--- src/rtl/csel_div_pkg.sv ---
// csel_div_pkg
// Shared types and constants for the carry-select sequential divider.
//   state_t      : divider FSM states (IDLE / CALC / DONE)
//   DEF_WIDTH    : default operand/result width
//   DEF_BLOCK    : default carry-select block width in the subtractor
//   DEF_CNT_W    : iteration counter width for the default operand width
package csel_div_pkg;

  typedef enum logic [1:0] {
    IDLE = 2'b00,
    CALC = 2'b01,
    DONE = 2'b10
  } state_t;

  localparam int DEF_WIDTH = 16;
  localparam int DEF_BLOCK = 4;
  localparam int DEF_CNT_W = $clog2(DEF_WIDTH);

endpackage

--- src/rtl/csel_seq_divider_if.sv ---
// csel_seq_divider_if
// Request/response bundle of the sequential divider.
//   in_valid/in_ready     : request handshake; dividend, divisor travel with it
//   out_valid/out_ready   : response handshake; quotient, remainder, div_by_zero
//   modport slave         : divider side
//   modport master        : requester side
interface csel_seq_divider_if #(
  parameter int WIDTH = 16
);

  logic             in_valid;
  logic             in_ready;
  logic [WIDTH-1:0] dividend;
  logic [WIDTH-1:0] divisor;
  logic             out_valid;
  logic             out_ready;
  logic [WIDTH-1:0] quotient;
  logic [WIDTH-1:0] remainder;
  logic             div_by_zero;

  modport slave (
    input  in_valid, dividend, divisor, out_ready,
    output in_ready, out_valid, quotient, remainder, div_by_zero
  );

  modport master (
    output in_valid, dividend, divisor, out_ready,
    input  in_ready, out_valid, quotient, remainder, div_by_zero
  );

endinterface

--- src/rtl/csel_seq_divider_subtractor.sv ---
// csel_subtractor
// Combinational carry-select subtractor: diff = a - b computed as a + ~b + 1.
// The lowest block ripples with carry-in 1; every upper block precomputes
// its sum for carry-in 0 and 1 and selects with the incoming block carry.
//   a, b    : WIDTH-bit unsigned operands
//   diff    : WIDTH-bit difference (modulo 2^WIDTH)
//   borrow  : 1 when a < b (inverse of the final carry out)
module csel_subtractor #(
  parameter int WIDTH = 16,
  parameter int BLOCK = 4
) (
  input  logic [WIDTH-1:0] a,
  input  logic [WIDTH-1:0] b,
  output logic [WIDTH-1:0] diff,
  output logic             borrow
);

  localparam int NBLK = WIDTH / BLOCK;

  logic [WIDTH-1:0] nb_s;
  logic [NBLK:0]    carry_s;

  assign nb_s       = ~b;
  assign carry_s[0] = 1'b1;

  genvar g;
  for (g = 0; g < NBLK; g++) begin : g_blk
    if (g == 0) begin : g_ripple
      logic [BLOCK:0] sum_s;
      assign sum_s = {1'b0, a[BLOCK-1:0]} + {1'b0, nb_s[BLOCK-1:0]}
                   + {{BLOCK{1'b0}}, carry_s[0]};
      assign diff[BLOCK-1:0] = sum_s[BLOCK-1:0];
      assign carry_s[1]      = sum_s[BLOCK];
    end else begin : g_select
      logic [BLOCK:0] sum0_s;
      logic [BLOCK:0] sum1_s;
      assign sum0_s = {1'b0, a[g*BLOCK +: BLOCK]} + {1'b0, nb_s[g*BLOCK +: BLOCK]};
      assign sum1_s = {1'b0, a[g*BLOCK +: BLOCK]} + {1'b0, nb_s[g*BLOCK +: BLOCK]}
                    + {{BLOCK{1'b0}}, 1'b1};
      assign diff[g*BLOCK +: BLOCK] = carry_s[g] ? sum1_s[BLOCK-1:0] : sum0_s[BLOCK-1:0];
      assign carry_s[g+1]           = carry_s[g] ? sum1_s[BLOCK] : sum0_s[BLOCK];
    end
  end

  assign borrow = ~carry_s[NBLK];

endmodule

--- src/rtl/csel_seq_divider.sv ---
// csel_seq_divider
// Restoring unsigned divider, one quotient bit per cycle, trial subtraction
// on a carry-select subtractor. One operation in flight.
//   clk, rst : rising-edge clock, asynchronous active-high reset
//   bus      : csel_seq_divider_if.slave (request and response handshakes)
// Optional feature macro DIV_ZERO_FAST_EN: a zero divisor skips the
// iterations and completes in a single edge with the same result values.
module csel_seq_divider
  import csel_div_pkg::*;
#(
  parameter int WIDTH = DEF_WIDTH,
  parameter int BLOCK = DEF_BLOCK
) (
  input  logic                clk,
  input  logic                rst,
  csel_seq_divider_if.slave   bus
);

  localparam int CNT_W = $clog2(WIDTH);

  state_t           state_r;
  state_t           state_s;
  logic [WIDTH-1:0] q_r;
  logic [WIDTH-1:0] r_r;
  logic [WIDTH-1:0] d_r;
  logic [CNT_W-1:0] cnt_r;
  logic             dz_r;

  logic [WIDTH:0]   s_s;
  logic [WIDTH-1:0] diff_s;
  logic             borrow_s;
  logic             ok_s;
  logic             accept_s;
  logic             div_zero_s;

  // Partial remainder shifted left with the next dividend bit.
  assign s_s = {r_r, q_r[WIDTH-1]};

  csel_subtractor #(
    .WIDTH (WIDTH),
    .BLOCK (BLOCK)
  ) u_sub (
    .a      (s_s[WIDTH-1:0]),
    .b      (d_r),
    .diff   (diff_s),
    .borrow (borrow_s)
  );

  // A set bit shifted out of R means S exceeds any WIDTH-bit divisor.
  assign ok_s       = s_s[WIDTH] | ~borrow_s;
  assign accept_s   = (state_r == IDLE) & bus.in_valid;
  assign div_zero_s = (bus.divisor == {WIDTH{1'b0}});

  assign bus.in_ready    = (state_r == IDLE);
  assign bus.out_valid   = (state_r == DONE);
  assign bus.quotient    = q_r;
  assign bus.remainder   = r_r;
  assign bus.div_by_zero = dz_r;

  // FSM state register.
  always_ff @(posedge clk or posedge rst) begin
    if (rst) begin
      state_r <= IDLE;
    end else begin
      state_r <= state_s;
    end
  end

  // FSM next-state logic.
  always_comb begin
    state_s = state_r;
    case (state_r)
      IDLE: begin
        if (bus.in_valid) begin
`ifdef DIV_ZERO_FAST_EN
          if (div_zero_s) begin
            state_s = DONE;
          end else begin
            state_s = CALC;
          end
`else
          state_s = CALC;
`endif
        end else begin
          state_s = IDLE;
        end
      end
      CALC: begin
        if (cnt_r == CNT_W'(WIDTH - 1)) begin
          state_s = DONE;
        end else begin
          state_s = CALC;
        end
      end
      DONE: begin
        if (bus.out_ready) begin
          state_s = IDLE;
        end else begin
          state_s = DONE;
        end
      end
      default: state_s = IDLE;
    endcase
  end

  // Datapath: operand capture, one restoring step per CALC cycle, hold in DONE.
  always_ff @(posedge clk or posedge rst) begin
    if (rst) begin
      q_r   <= {WIDTH{1'b0}};
      r_r   <= {WIDTH{1'b0}};
      d_r   <= {WIDTH{1'b0}};
      cnt_r <= {CNT_W{1'b0}};
      dz_r  <= 1'b0;
    end else begin
      case (state_r)
        IDLE: begin
          if (accept_s) begin
            q_r   <= bus.dividend;
            r_r   <= {WIDTH{1'b0}};
            d_r   <= bus.divisor;
            cnt_r <= {CNT_W{1'b0}};
            dz_r  <= div_zero_s;
`ifdef DIV_ZERO_FAST_EN
            // Result the full iteration would have produced for a zero divisor.
            if (div_zero_s) begin
              q_r <= {WIDTH{1'b1}};
              r_r <= bus.dividend;
            end
`endif
          end
        end
        CALC: begin
          r_r   <= ok_s ? diff_s : s_s[WIDTH-1:0];
          q_r   <= {q_r[WIDTH-2:0], ok_s};
          cnt_r <= cnt_r + {{(CNT_W-1){1'b0}}, 1'b1};
        end
        default: begin
          q_r <= q_r;
        end
      endcase
    end
  end

endmodule

--- src/flat_wrapper.sv ---
// flat-port wrapper written by rule: the top's interface ports become plain ports
module csel_seq_divider_flat import csel_div_pkg::*;
#(
  parameter int WIDTH = DEF_WIDTH,
  parameter int BLOCK = DEF_BLOCK
)
  (clk, rst, bus_in_valid, bus_dividend, bus_divisor, bus_out_ready, bus_in_ready, bus_out_valid, bus_quotient, bus_remainder, bus_div_by_zero);
  csel_seq_divider_if #(.WIDTH(WIDTH)) bus_i ();
  input  logic clk;
  input  logic rst;
  input wire logic [$bits(bus_i.in_valid)-1:0] bus_in_valid;
  input wire logic [$bits(bus_i.dividend)-1:0] bus_dividend;
  input wire logic [$bits(bus_i.divisor)-1:0] bus_divisor;
  input wire logic [$bits(bus_i.out_ready)-1:0] bus_out_ready;
  output wire logic [$bits(bus_i.in_ready)-1:0] bus_in_ready;
  output wire logic [$bits(bus_i.out_valid)-1:0] bus_out_valid;
  output wire logic [$bits(bus_i.quotient)-1:0] bus_quotient;
  output wire logic [$bits(bus_i.remainder)-1:0] bus_remainder;
  output wire logic [$bits(bus_i.div_by_zero)-1:0] bus_div_by_zero;
  assign bus_i.in_valid = bus_in_valid;
  assign bus_i.dividend = bus_dividend;
  assign bus_i.divisor = bus_divisor;
  assign bus_i.out_ready = bus_out_ready;
  assign bus_in_ready = bus_i.in_ready;
  assign bus_out_valid = bus_i.out_valid;
  assign bus_quotient = bus_i.quotient;
  assign bus_remainder = bus_i.remainder;
  assign bus_div_by_zero = bus_i.div_by_zero;
  csel_seq_divider #(.WIDTH(WIDTH), .BLOCK(BLOCK)) u_core (.clk(clk), .rst(rst), .bus(bus_i));
endmodule
--- config.mk ---
export PLATFORM = sky130hd
export DESIGN_NAME = csel_seq_divider_flat
export DESIGN_NICKNAME = d
export VERILOG_FILES = /design/src/rtl/csel_div_pkg.sv /design/src/rtl/csel_seq_divider_if.sv /design/src/rtl/csel_seq_divider_subtractor.sv /design/src/rtl/csel_seq_divider.sv /design/src/flat_wrapper.sv
export SDC_FILE = /design/constraint.sdc
export NUM_CORES = 1
export LEC_CHECK = 0
export CELL_PAD_IN_SITES_DETAIL_PLACEMENT = 1
export CELL_PAD_IN_SITES_GLOBAL_PLACEMENT = 1
export CORE_UTILIZATION = 36
export CTS_BUF_LIST = sky130_fd_sc_hd__clkbuf_8
export CTS_CLUSTER_DIAMETER = 50
export CTS_CLUSTER_SIZE = 10
export DETAILED_ROUTE_END_ITERATION = 7
export GPL_TIMING_DRIVEN = 0
export HOLD_SLACK_MARGIN = 0.05
export PLACE_DENSITY_LB_ADDON = 0.1
export SYNTH_ARGS = -nofsm -noshare
export SYNTH_HDL_FRONTEND = slang
export SYNTH_SLANG_ARGS = --single-unit
export TNS_END_PERCENT = 5
--- constraint.sdc ---
create_clock -name clk -period 3.6 [get_ports clk]
set_clock_uncertainty 0.2 [all_clocks]
set_input_delay 0.54 -clock clk [delete_from_list [all_inputs] [get_ports clk]]
set_output_delay 0.54 -clock clk [all_outputs]
set_load 0.05 [all_outputs]
Word-level counts from Yosys, hierarchy flattened
Cells that the tools add are included.
Widths: inputs -> output; s select.
{ "totals": {"reg_bits": 55, "out_inout_bits": 35, "elab_cells": 44} }
{ "op_classes": {"addsub": 9, "n_eq_ne": 4, "muxes": 17, "bitwise": 3, "n_reduce_logical": 5} }
{ "ops": {"columns": ["op", "n"], "rows": [
  ["$pmux 16 s2", 2],
  ["$mux 16", 3],
  ["$add 4x4->5", 4],
  ["$add 5x1->5 const B", 4],
  ["$logic_not 16->1", 1],
  ["$mux 4", 4],
  ["$not 16->16", 1],
  ["$pmux 4 s2", 1],
  ["$pmux 2 s3", 1],
  ["$add 4x1->4 const B", 1],
  ["$eq 4x4->1 const B", 1],
  ["$mux 1", 4],
  ["$mux 2", 2],
  ["$reduce_and 2->1", 2],
  ["$eq 2x1->1 const B", 1],
  ["$eq 2x2->1 const B", 1],
  ["$logic_not 2->1", 1],
  ["$ne 2x1->1 const B", 1],
  ["$reduce_bool 2->1", 1],
  ["$and 1x1->1", 1],
  ["$or 1x1->1", 1]
]} }

Depth between registers and ports, before layout
{ "depth": {"word_depth": 9, "ltp_mapped": 15, "mapped_depth_nobuf": 14} }

Hierarchy
From an unflattened synthesis, not the netlist that was laid out.
{ "unflattened": {"cells_unflattened": 362, "area_unflattened_um2": 3329.4} }
{ "by_module_without_submodules": {"columns": ["mod", "n_inst", "cells_each", "area_each_um2", "seq_area_each_um2"], "rows": [
  ["csel_seq_divider", 1, 251, 2451.1, 1376.3],
  ["csel_subtractor", 1, 111, 878.3, 0.0]
]} }

Least setup slack after synthesis
Ideal clock, no wire load.
{ "synth_path": {"path_kind": "reg2reg", "startpoint": "register u_core.q_r[15] (netlist: u_core.bus.quotient[15])", "endpoint": "register u_core.r_r[6] (netlist: u_core.bus.remainder[6])", "setup_time_ps": 132, "arrival_time_ps": 3526, "required_time_ps": 3268, "slack_ps": -259, "stages_incl_launch_ff": 14, "path_buffers": 1, "path_cell_list": "dfrtp_1 > inv_1 > ha_1 > fa_1 > nand2b_1 > a21oi_2 > nor4b_2 > xnor2_1 > a21oi_2 > nor3b_4 > mux2i_4 > buf_8 > mux2i_1 > o21ai_1"} }
{ "synth_via": {"elab_chain_len": 8, "word_cells_on_any_way": 9} }
{ "synth_lines": {"columns": ["element", "line", "text"], "rows": [
  ["start, declared", "csel_seq_divider.sv:23", "logic [WIDTH-1:0] q_r;"],
  ["start signal, assigned", "csel_seq_divider.sv:109", "q_r <= {WIDTH{1'b0}};"],
  ["start signal, assigned", "csel_seq_divider.sv:118", "q_r <= bus.dividend;"],
  ["start signal, assigned", "csel_seq_divider.sv:134", "q_r <= {q_r[WIDTH-2:0], ok_s};"],
  ["$add 4x4->5 (*)", "csel_seq_divider_subtractor.sv:30", "assign sum_s = {1'b0, a[BLOCK-1:0]} + {1'b0, nb_s[BLOCK-1:0]}"],
  ["$add 5x1->5 (*)", "csel_seq_divider_subtractor.sv:31", "+ {{BLOCK{1'b0}}, carry_s[0]};"],
  ["$mux 1 (3 in series)", "csel_seq_divider_subtractor.sv:41", "assign carry_s[g+1] = carry_s[g] ? sum1_s[BLOCK] : sum0_s[BLOCK];"],
  ["$or 1x1->1", "csel_seq_divider.sv:50", "assign ok_s = s_s[WIDTH] | ~borrow_s;"],
  ["$mux 16 (*)", "csel_seq_divider.sv:133", "r_r <= ok_s ? diff_s : s_s[WIDTH-1:0];"],
  ["$pmux 16 s2 (*)", "csel_seq_divider.sv:115", "case (state_r)"],
  ["end signal, assigned", "csel_seq_divider.sv:110", "r_r <= {WIDTH{1'b0}};"],
  ["end signal, assigned", "csel_seq_divider.sv:119", "r_r <= {WIDTH{1'b0}};"],
  ["end signal, assigned", "csel_seq_divider.sv:133", null],
  ["end, declared", "csel_seq_divider.sv:24", "logic [WIDTH-1:0] r_r;"]
]} }
Every way passes the cells marked *; elsewhere a longest branch is shown, timed or not.
A chain may end at the register's enable or synchronous reset.

Worst setup path in the final report
{ "layout_path": {"startpoint": "register u_core.d_r[4]", "endpoint": "register u_core.r_r[5] (netlist: u_core.bus.remainder[5])"} }
{ "layout_via": {"elab_chain_len": 9, "word_cells_on_any_way": 10} }
{ "layout_lines": {"columns": ["element", "line", "text"], "rows": [
  ["start, declared", "csel_seq_divider.sv:25", "logic [WIDTH-1:0] d_r;"],
  ["start signal, assigned", "csel_seq_divider.sv:111", "d_r <= {WIDTH{1'b0}};"],
  ["start signal, assigned", "csel_seq_divider.sv:120", "d_r <= bus.divisor;"],
  ["$not 16->16 (*)", "csel_seq_divider_subtractor.sv:23", "assign nb_s = ~b;"],
  ["$add 4x4->5 (*)", "csel_seq_divider_subtractor.sv:37, csel_seq_divider_subtractor.sv:38", null],
  ["$add 5x1->5", "csel_seq_divider_subtractor.sv:39", "+ {{BLOCK{1'b0}}, 1'b1};"],
  ["$mux 1 (3 in series)", "csel_seq_divider_subtractor.sv:41", null],
  ["$or 1x1->1", "csel_seq_divider.sv:50", null],
  ["$mux 16 (*)", "csel_seq_divider.sv:133", null],
  ["$pmux 16 s2 (*)", "csel_seq_divider.sv:115", null]
]} }
Marks and branches as above.

==> summary.txt <==
Routing
  – Number of remaining DRC errors: 0
  – Final WL: 8680 um
  – Routed Antenna Nets: 0
  – Vias per cell: a little over 5
  – Wire per inst: roughly 17 um
  – DRT Pass-1 Iters: 4
  – Via count: ~2.7k
  – 1st-iter DRT viols: 77

Place
  – Worst slack, placed: -0.257 ns
  – GPL Wtd Cong: 0.756
  – Port Buf Inserts: 70
  – # placed instances: 504
  – Detailed placer's ending HPWL: approximately 6300 um
  – Placed Area: 4080 sq um

STA
  – Final setup margin: between 0.09 and 0.1 ns
  – # setup viols final: 0
  – Fmax: 285 MHz
  – Worst-margin pin slew: 0.635 ns
  – Final Slew Violations: 0
  – Min Tclk post-route: 3.50 ns
  – Final Hold Fails: 0
  – Unrepaired setup endpoints after global routing: true
  – Relative slew slack: 0.577
  – Fin crit share: 0.973

Final layout
  – Most common cell after layout, fill and taps aside: clkdlybuf4s50_1
  – Nets: roughly 480
  – Design area: 4350 sq um
  – Fillers: around 1.0k
  – Most frequent cells in the layout: clkdlybuf4s50_1, dfrtp_1, nor2_1
  – P&R area growth vs syn: 35.7%
  – Cell Count, Final, Fillers Out: 526
  – ANT cells: 0
  – Fraction of layout cells with a size suffix above 1: 0.144

Global route
  – First-pass GRT wire length: 13900 um
  – GRT Residual Overflow: 0
  – GRT Total Usage: 0.199
  – Vias in the first global route: 2761
  – Initial antenna violation count: 0
  – Pin count of the biggest net entering global routing: 38

Floorplan
  – Width of the die: 96.4 um
  – DIE AREA: 9290 sq um
  – DIE HEIGHT: 96.4 um
  – Top-Level Pins: 71
  – Cell row count: 34
  – Total core area: a little under 9000 sq um
  – Initial Util: 0.369

Clocking
  – Clock root buffer: clkbuf_8
  – Sink Count: 55
  – Clock Path Buffers: 2
  – TritonCTS clock tree: done
  – CTS Buf Count: 5
  – Hold_buf cts: 0
  – Clock latency on the worst-skew pair: between 0.3 and 0.4 ns
  – Number of H-tree levels: 2
  – Reg clk slew, reported paths: ~0.1 ns

Worst setup path
  – CP arrival: 3.48 ns
  – Slowest CP cell: fa_1
  – Crit path top cell by count: inv_2
  – Crit Path Class: register to register
  – Max incr delay on CP: 0.51 ns
  – Critical Path RT: 3.57 ns
  – CP Capture Type: register
  – Setup crit start kind: register
  – Critical path cell sequence: inv_1 > ha_2 > inv_2 > fa_1 > inv_2 > ha_4 > nand2_4 > nor4b_4 > xnor2_2 > a21oi_2 > nor3b_4 > mux2i_4 > buf_6 > buf_8 > mux2i_1 > o21ai_1
  – Max FO, Critical Path: 5

Synthesis
  – FFs w/ async S/R, synth: 1.00
  – Post-synth cell types: 35
  – Cells after Synth: ~330
  – Xor/xnor share of the synthesized area: 0.0464
  – Top-area cell type share of the netlist area: 0.429
  – Compound-cell area share of the yosys netlist: 0.104
  – Simple-gate portion of the synthesized area: 0.144
  – Post-Synth Adder-Cell Area: 0.103
  – Syn_area_per_cell: 9.86 sq um
  – Synthesized net count: 385
  – Largest family of logic cells by synthesized area: simple AND/OR/NAND/NOR gates
  – Post-synth EDFFs: 0
  – Yosys warnings: 0
  – Multiplexer share of the synthesized area: 0.117
  – Cell Area, Synth: 3210 sq um
  – Seq cells post-synth: 55
  – Synth area leader: dfrtp_1
  – Ys flop type: dfrtp_1
  – Top post-synthesis cells by area: dfrtp_1, ha_1, mux2_2, mux2i_1, nor2_1
  – Register area share after synthesis: 0.429

Worst hold path
  – Hold crit path type: register to register

Run
  – Max_cap viols: 0

Status
  – Status: finished, final reports clean
cells by family after synthesis:
logic type               Yosys count
flip-flops                        55
multiplexers                      34
AND/OR/NAND/NOR                   95
AO/OA/AOI/OAI                     56
buffers and inverters             44
XOR/XNOR                          17
adder cells (fa/ha/maj)           24
flip-flops by register name, indices dropped and copies added (netlist names):
register	count
u_core.d_r	16
u_core.bus.quotient	16
u_core.state_r	2
u_core.bus.remainder	16
u_core.cnt_r	4
u_core.bus.div_by_zero	1
worst paths after layout:
kind	from	endpoint	slack (ns)	cells past startpoint
min in group asynchronous	rst	u_core.bus.quotient[12]	0.35	2
min	u_core.cnt_r[3]	u_core.cnt_r[3]	0.30	1
max in group asynchronous	rst	u_core.bus.remainder[3]	2.27	3
max reg2reg	u_core.d_r[4]	u_core.bus.remainder[5]	0.1	16
min reg2reg	u_core.cnt_r[3]	u_core.cnt_r[3]	0.30	1
max	u_core.d_r[4]	u_core.bus.remainder[5]	0.1	16
cells in the mapped netlist, types with 2 or more instances:
cell and n:
a21oi_1 7, xnor2_1 12, a21o_1 5, o22ai_1 15, ha_1 20, fa_1 4, nand3_1 24, o21ai_1 14
a21oi_2 2, dfrtp_1 55, nand2b_1 3, o21ai_0 8, nand4_1 4, clkbuf_1 14, inv_1 29, nand2_1 16
xor2_1 5, nor4_1 4, and3_1 2, mux2_2 18, mux2i_1 14, nor2_1 34, nor2b_1 4
worst max-delay path: cells and delay by family, from the launching register on:
| family | cells | cell delay [ns] |
|---|---|---|
| flops | 1 | 0.38 |
| buf+inv | 5 | 0.48 |
| simple gates | 3 | 0.60 |
| compound gates | 2 | 0.20 |
| mux | 2 | 0.49 |
| xor+xnor | 1 | 0.18 |
| fa+ha+maj | 3 | 0.84 |
what timing repair did:
| action | 4_1_cts | 5_1_grt |
|---|---|---|
| gates resized for setup | 2 | 11 |
| pin swaps | 1 | 8 |
| setup buffers | 4 | 9 |
| cloned | 0 | 1 |
| endpoints found under the setup margin | 17 | 16 |
routing by layer:
metal / routed length [um] / global-route usage / vias up / part of all wire
li1: - / - / 1303 / -
met1: 4180 / 0.275 / 1329 / 0.48
met2: 4240 / 0.336 / 42 / 0.49
met3: 215 / 0.0284 / 4 / 0.025
met4: 43 / 0.0331 / 0 / 0.0050
met5: 0 / 0 / - / 0
stage by stage:
stage | util | hold slack (ns) | setup TNS, ns
6_report | 0.501 | 0.300 | 0
5_1_grt | 0.501 | 0.324 | -1.22
4_1_cts | 0.486 | 0.303 | 0
3_5_place_dp | 0.470 | 0.284 | -2.76
3_3_place_gp | 0.468 | 0.283 | -1.61
2_1_floorplan | - | 0.257 | 0
area by class of cell:
| cell class | count | area (sq um) | share of cell area |
|---|---|---|---|
| repair buffers | 85 | 855 | 0.196 |
| clock buffers | 6 | 82.6 | 0.0190 |
| flip-flops and latches | 55 | 1380 | 0.318 |
| well taps | 108 | 135 | 0.0311 |
| clock inverters | 2 | 8.76 | 0.00201 |
| inverters | 29 | 109 | 0.0250 |
| multi-input cells | 226 | 1710 | 0.393 |
| plain buffers | 15 | 67.6 | 0.0155 |
Power is not shown: default switching activity piles up to over one toggle a cycle in this logic, so the estimate is an artifact.
==> RTL edit 1: new RTL, config.mk and constraints unchanged <==
The option `DIV_ZERO_FAST_EN` is turned on by a define.
--- a/src/rtl/csel_seq_divider.sv
+++ b/src/rtl/csel_seq_divider.sv
@@ -5,6 +5,8 @@
 //   bus      : csel_seq_divider_if.slave (request and response handshakes)
 // Optional feature macro DIV_ZERO_FAST_EN: a zero divisor skips the
 // iterations and completes in a single edge with the same result values.
+`define DIV_ZERO_FAST_EN
+
 module csel_seq_divider
   import csel_div_pkg::*;
 #(
Formal check against the unedited RTL: not equivalent (a bounded check fails within 4 cycles, from zero or initial values and one cycle with rst high).
==> RTL edit 1 against the original RTL <==
Sequential share of layout area decreased by 2.2 points. Wire length increased by 27%. Sequential cell count unchanged. Largest cell class unchanged. Via count increased by 23%. Cell area increased by 7.2%. Critical endpoint is now u_core.bus.remainder[7]$_DFFE_PP0P_. Critical path depth decreased by 2. Setup slack improved by 0.0028 ns. Area after synthesis increased by 8.3%.
Power is not shown: default switching activity piles up to over one toggle a cycle in this logic, so the estimate is an artifact.
==> RTL edit 1: results (changes against the original RTL) <==
Fill cells - 1111 (+11%)
WHS Path Cells - 2 (+1)
post-synthesis sequential area ratio - 0.397 (-0.0328)
worst hold endpoint - u_core.bus.div_by_zero$_DFFE_PP0P_
Yosys cell types - 45 (+29%)
Slew headroom - 0.586 (+0.00921)
Post-Syn Nets - 456 (+18%)
met2 wire length - 5.23 mm (+23%)
Worst EP arrival - 3.51 ns (+0.03 ns)
CP top delay family - simple AND/OR/NAND/NOR gates
Area contributors post-synth - dfrtp_1 (40%), ha_1 (7.2%), nand2_1 (6.6%), o21ai_1 (5.8%), nand3_1 (3.5%)
Post-synth top cells - nand2_1 (61), dfrtp_1 (55), o21ai_1 (40)
Total GRT Usage - 0.230 (+0.0305)
synth warn - 0 (unchanged)
# diodes - 0 (unchanged)
Vias - 3302 (+23%)
HP Class - flip-flop to flip-flop
terminus of the critical flop-to-flop path - u_core.bus.remainder[7]$_DFFE_PP0P_
worst reg2reg path depth - 14 (-2)
post-CTS setup buffer count - 3 (-1)
compound-gate portion of the synthesized area - 0.208 (+0.104)
Final GP Congestion - 0.834 (+10%)
Crit-path slowest cell - or4_1
vias in the first global route - 3419 (+24%)
Layout Nets - 548 (+15%)
DRT Wirelength - 11.0 mm (+27%)
Min-Delay Startpoint - u_core.bus.div_by_zero$_DFFE_PP0P_
Cell Count, Final, Fillers Out - 618 (+17%)
status - finished, final reports clean
DP HPWL - 8.43 mm (+34%)
Worst Path Max Fanout - 10 (+5)
drt first-iter violations - 126 (+64%)
post-cts resize count - 4 (+2)
area share of fa/ha/maj cells after synthesis - 0.0952 (-0.00788)
CTS root buffer - clkbuf_8
Syn Area/Cell - 8.76 µm² (-11%)
mux cell area share after synthesis - 0.00613 (-0.111)
post-placement cell count - 596 (+18%)
clk_lat worst skew - 0.33 ns (+0.02 ns)
Post-Synth XOR/XNOR Area - 0.0379 (-0.00860)
metal3 WL - 451 µm (+110%)
largest net degree at the start of global routing - 34 (-11%)
global-route wire length before repair - 18.0 mm (+29%)
Post-DP Area - 4360 µm² (+6.7%)
WL met1 - 5.23 mm (+25%)
share of layout cells above drive strength 1 - 0.0961 (-0.0474)
total CTS buffers - 5 (unchanged)
Worst path max stage delay - 0.50 ns
==> RTL edit 1: layout make-up <==
type / count / area (µm²) / area share
clock inverter: 3 / 41.3 / 0.00886
buffer: 26 / 118 / 0.0252
tap: 129 / 161 / 0.0346
clock buffer: 5 / 68.8 / 0.0148
timing repair buffer: 85 / 838 / 0.180
sequential: 55 / 1380 / 0.296
inverter: 28 / 105 / 0.0226
multi-input combinational: 287 / 1950 / 0.418
==> RTL edit 1: per-layer routing <==
metal	vias to the layer above	global-route usage
met2	85	0.386
met3	8	0.0320
li1	1609	-
met1	1600	0.315
met5	-	0
met4	0	0.0491
==> RTL edit 1: through the flow <==
step	hold slack (ns)	setup WS, ns	setup TNS, ns
finish	0.291	0.0984	0
CTS	0.299	0.00226	0
global route	0.339	-0.0439	-0.260
floorplan	0.245	0.000209	0
detailed placement	0.272	-0.198	-1.95
global placement	0.262	-0.168	-1.48
==> RTL edit 2: new RTL, same settings <==
Made on the original files. Reset style: synchronous (`rst`), changed in 2 clocked blocks. Comments in the files are not updated.
--- a/src/rtl/csel_seq_divider.sv
+++ b/src/rtl/csel_seq_divider.sv
@@ -58,7 +58,7 @@
   assign bus.div_by_zero = dz_r;
 
   // FSM state register.
-  always_ff @(posedge clk or posedge rst) begin
+  always_ff @(posedge clk) begin
     if (rst) begin
       state_r <= IDLE;
     end else begin
@@ -104,7 +104,7 @@
   end
 
   // Datapath: operand capture, one restoring step per CALC cycle, hold in DONE.
-  always_ff @(posedge clk or posedge rst) begin
+  always_ff @(posedge clk) begin
     if (rst) begin
       q_r   <= {WIDTH{1'b0}};
       r_r   <= {WIDTH{1'b0}};
Behaviour: differs if rst is asserted again (counterexample within 4 cycles, from zero or initial values and one cycle with rst high); with rst held inactive, the same outputs for 4 cycles.
==> RTL edit 2 against the original RTL <==
The run now ends with negative setup slack left. Setup slack got worse by 0.15 ns. Sequential cell count did not move. Area after synthesis fell by 4.9%. Global-route usage rose by 2.4 points. Via count rose by 12%. Cell area rose by 0.14%. Sequential share of layout area fell by 6.2 points. Wire length rose by 9.3%. Die area fell by 4.8%. Non-clock buffer count rose by 12. Critical endpoint is now u_core.bus.remainder[15]$_SDFFE_PP0P_. Largest cell class unchanged.
==> RTL edit 2: results (changes against the original RTL) <==
WL met1 - 3.96 mm (-5.2%)
Plain + repair buffers - 112 (+12%)
DP Worst Slack - -0.322 ns (-0.0653 ns)
Clock-cell share - 0.0270 (+0.00600)
Syn Area/Cell - 7.92 µm² (-20%)
DRT Wirelength - 9.49 mm (+9.3%)
metal3 WL - 375 µm (+74%)
final worst slack - -0.0526 ns (-0.148 ns)
buffer share of cell area - 0.234 (+0.0215)
post-placement cell count - 560 (+11%)
Total GRT Usage - 0.223 (+0.0235)
met2 Use GR - 0.428 (+0.0913)
Yosys cell types - 37 (+5.7%)
Worst path max stage delay - 0.49 ns (-0.02 ns)
status - complete, but fails checks
design area - 4360 µm² (+0.14%)
GRT met1 Usage - 0.236 (-0.0382)
largest net degree at the start of global routing - 17 (-55%)
post-CTS setup buffer count - 24 (+20)
met2 wire length - 4.99 mm (+18%)
compound-gate portion of the synthesized area - 0.108 (+0.00334)
drt wl/cell - 15.9 µm (-3.4%)
share of layout cells above drive strength 1 - 0.131 (-0.0129)
Worst Tran Pin Value - 0.673 ns (+0.0385 ns)
Post-Synth XOR/XNOR Area - 0.0489 (+0.00240)
Area contributors post-synth - dfxtp_1 (36%), ha_1 (8.2%), nor2_1 (7.4%), nand2_1 (7.3%), a21oi_1 (4.9%)
# setup viols final - 5 (+5)
Worst EP arrival - 3.64 ns (+0.16 ns)
Layout area overhead - 42.9%
Post-DP Area - 3910 µm² (-4.2%)
Post-synth top cells - nor2_1 (60), nand2_1 (59), dfxtp_1 (55)
Post-Syn Nets - 445 (+16%)
Layout Nets - 549 (+15%)
drt first-iter violations - 55 (-29%)
Seq. cell area - 1110 µm² (-19%)
Final GP Congestion - 0.786 (+4.0%)
failing checks - negative setup slack
mux cell area share after synthesis - 0.0644 (-0.0530)
-- RTL edit 2: changes by cell type after synthesis, sizes merged, moves of 20 or more --
cell | before | now
a21oi | 9 | 31
dfrtp | 55 | 0
dfxtp | 0 | 55
nand2 | 16 | 59
nand3 | 24 | 4
nor2 | 34 | 60
-- RTL edit 2: final timing paths --
kind / startpoint / end / slack (ns) / cells past startpoint
worst min register to register: u_core.d_r[12]$_SDFFE_PP0P_ / u_core.d_r[12]$_SDFFE_PP0P_ / 0.26 / 2
worst max-delay path: u_core.d_r[4]$_SDFFE_PP0P_ / u_core.bus.remainder[15]$_SDFFE_PP0P_ / -0.05 / 15
worst max register to register: u_core.d_r[4]$_SDFFE_PP0P_ / u_core.bus.remainder[15]$_SDFFE_PP0P_ / -0.05 / 15
worst min-delay path: u_core.d_r[12]$_SDFFE_PP0P_ / u_core.d_r[12]$_SDFFE_PP0P_ / 0.26 / 2
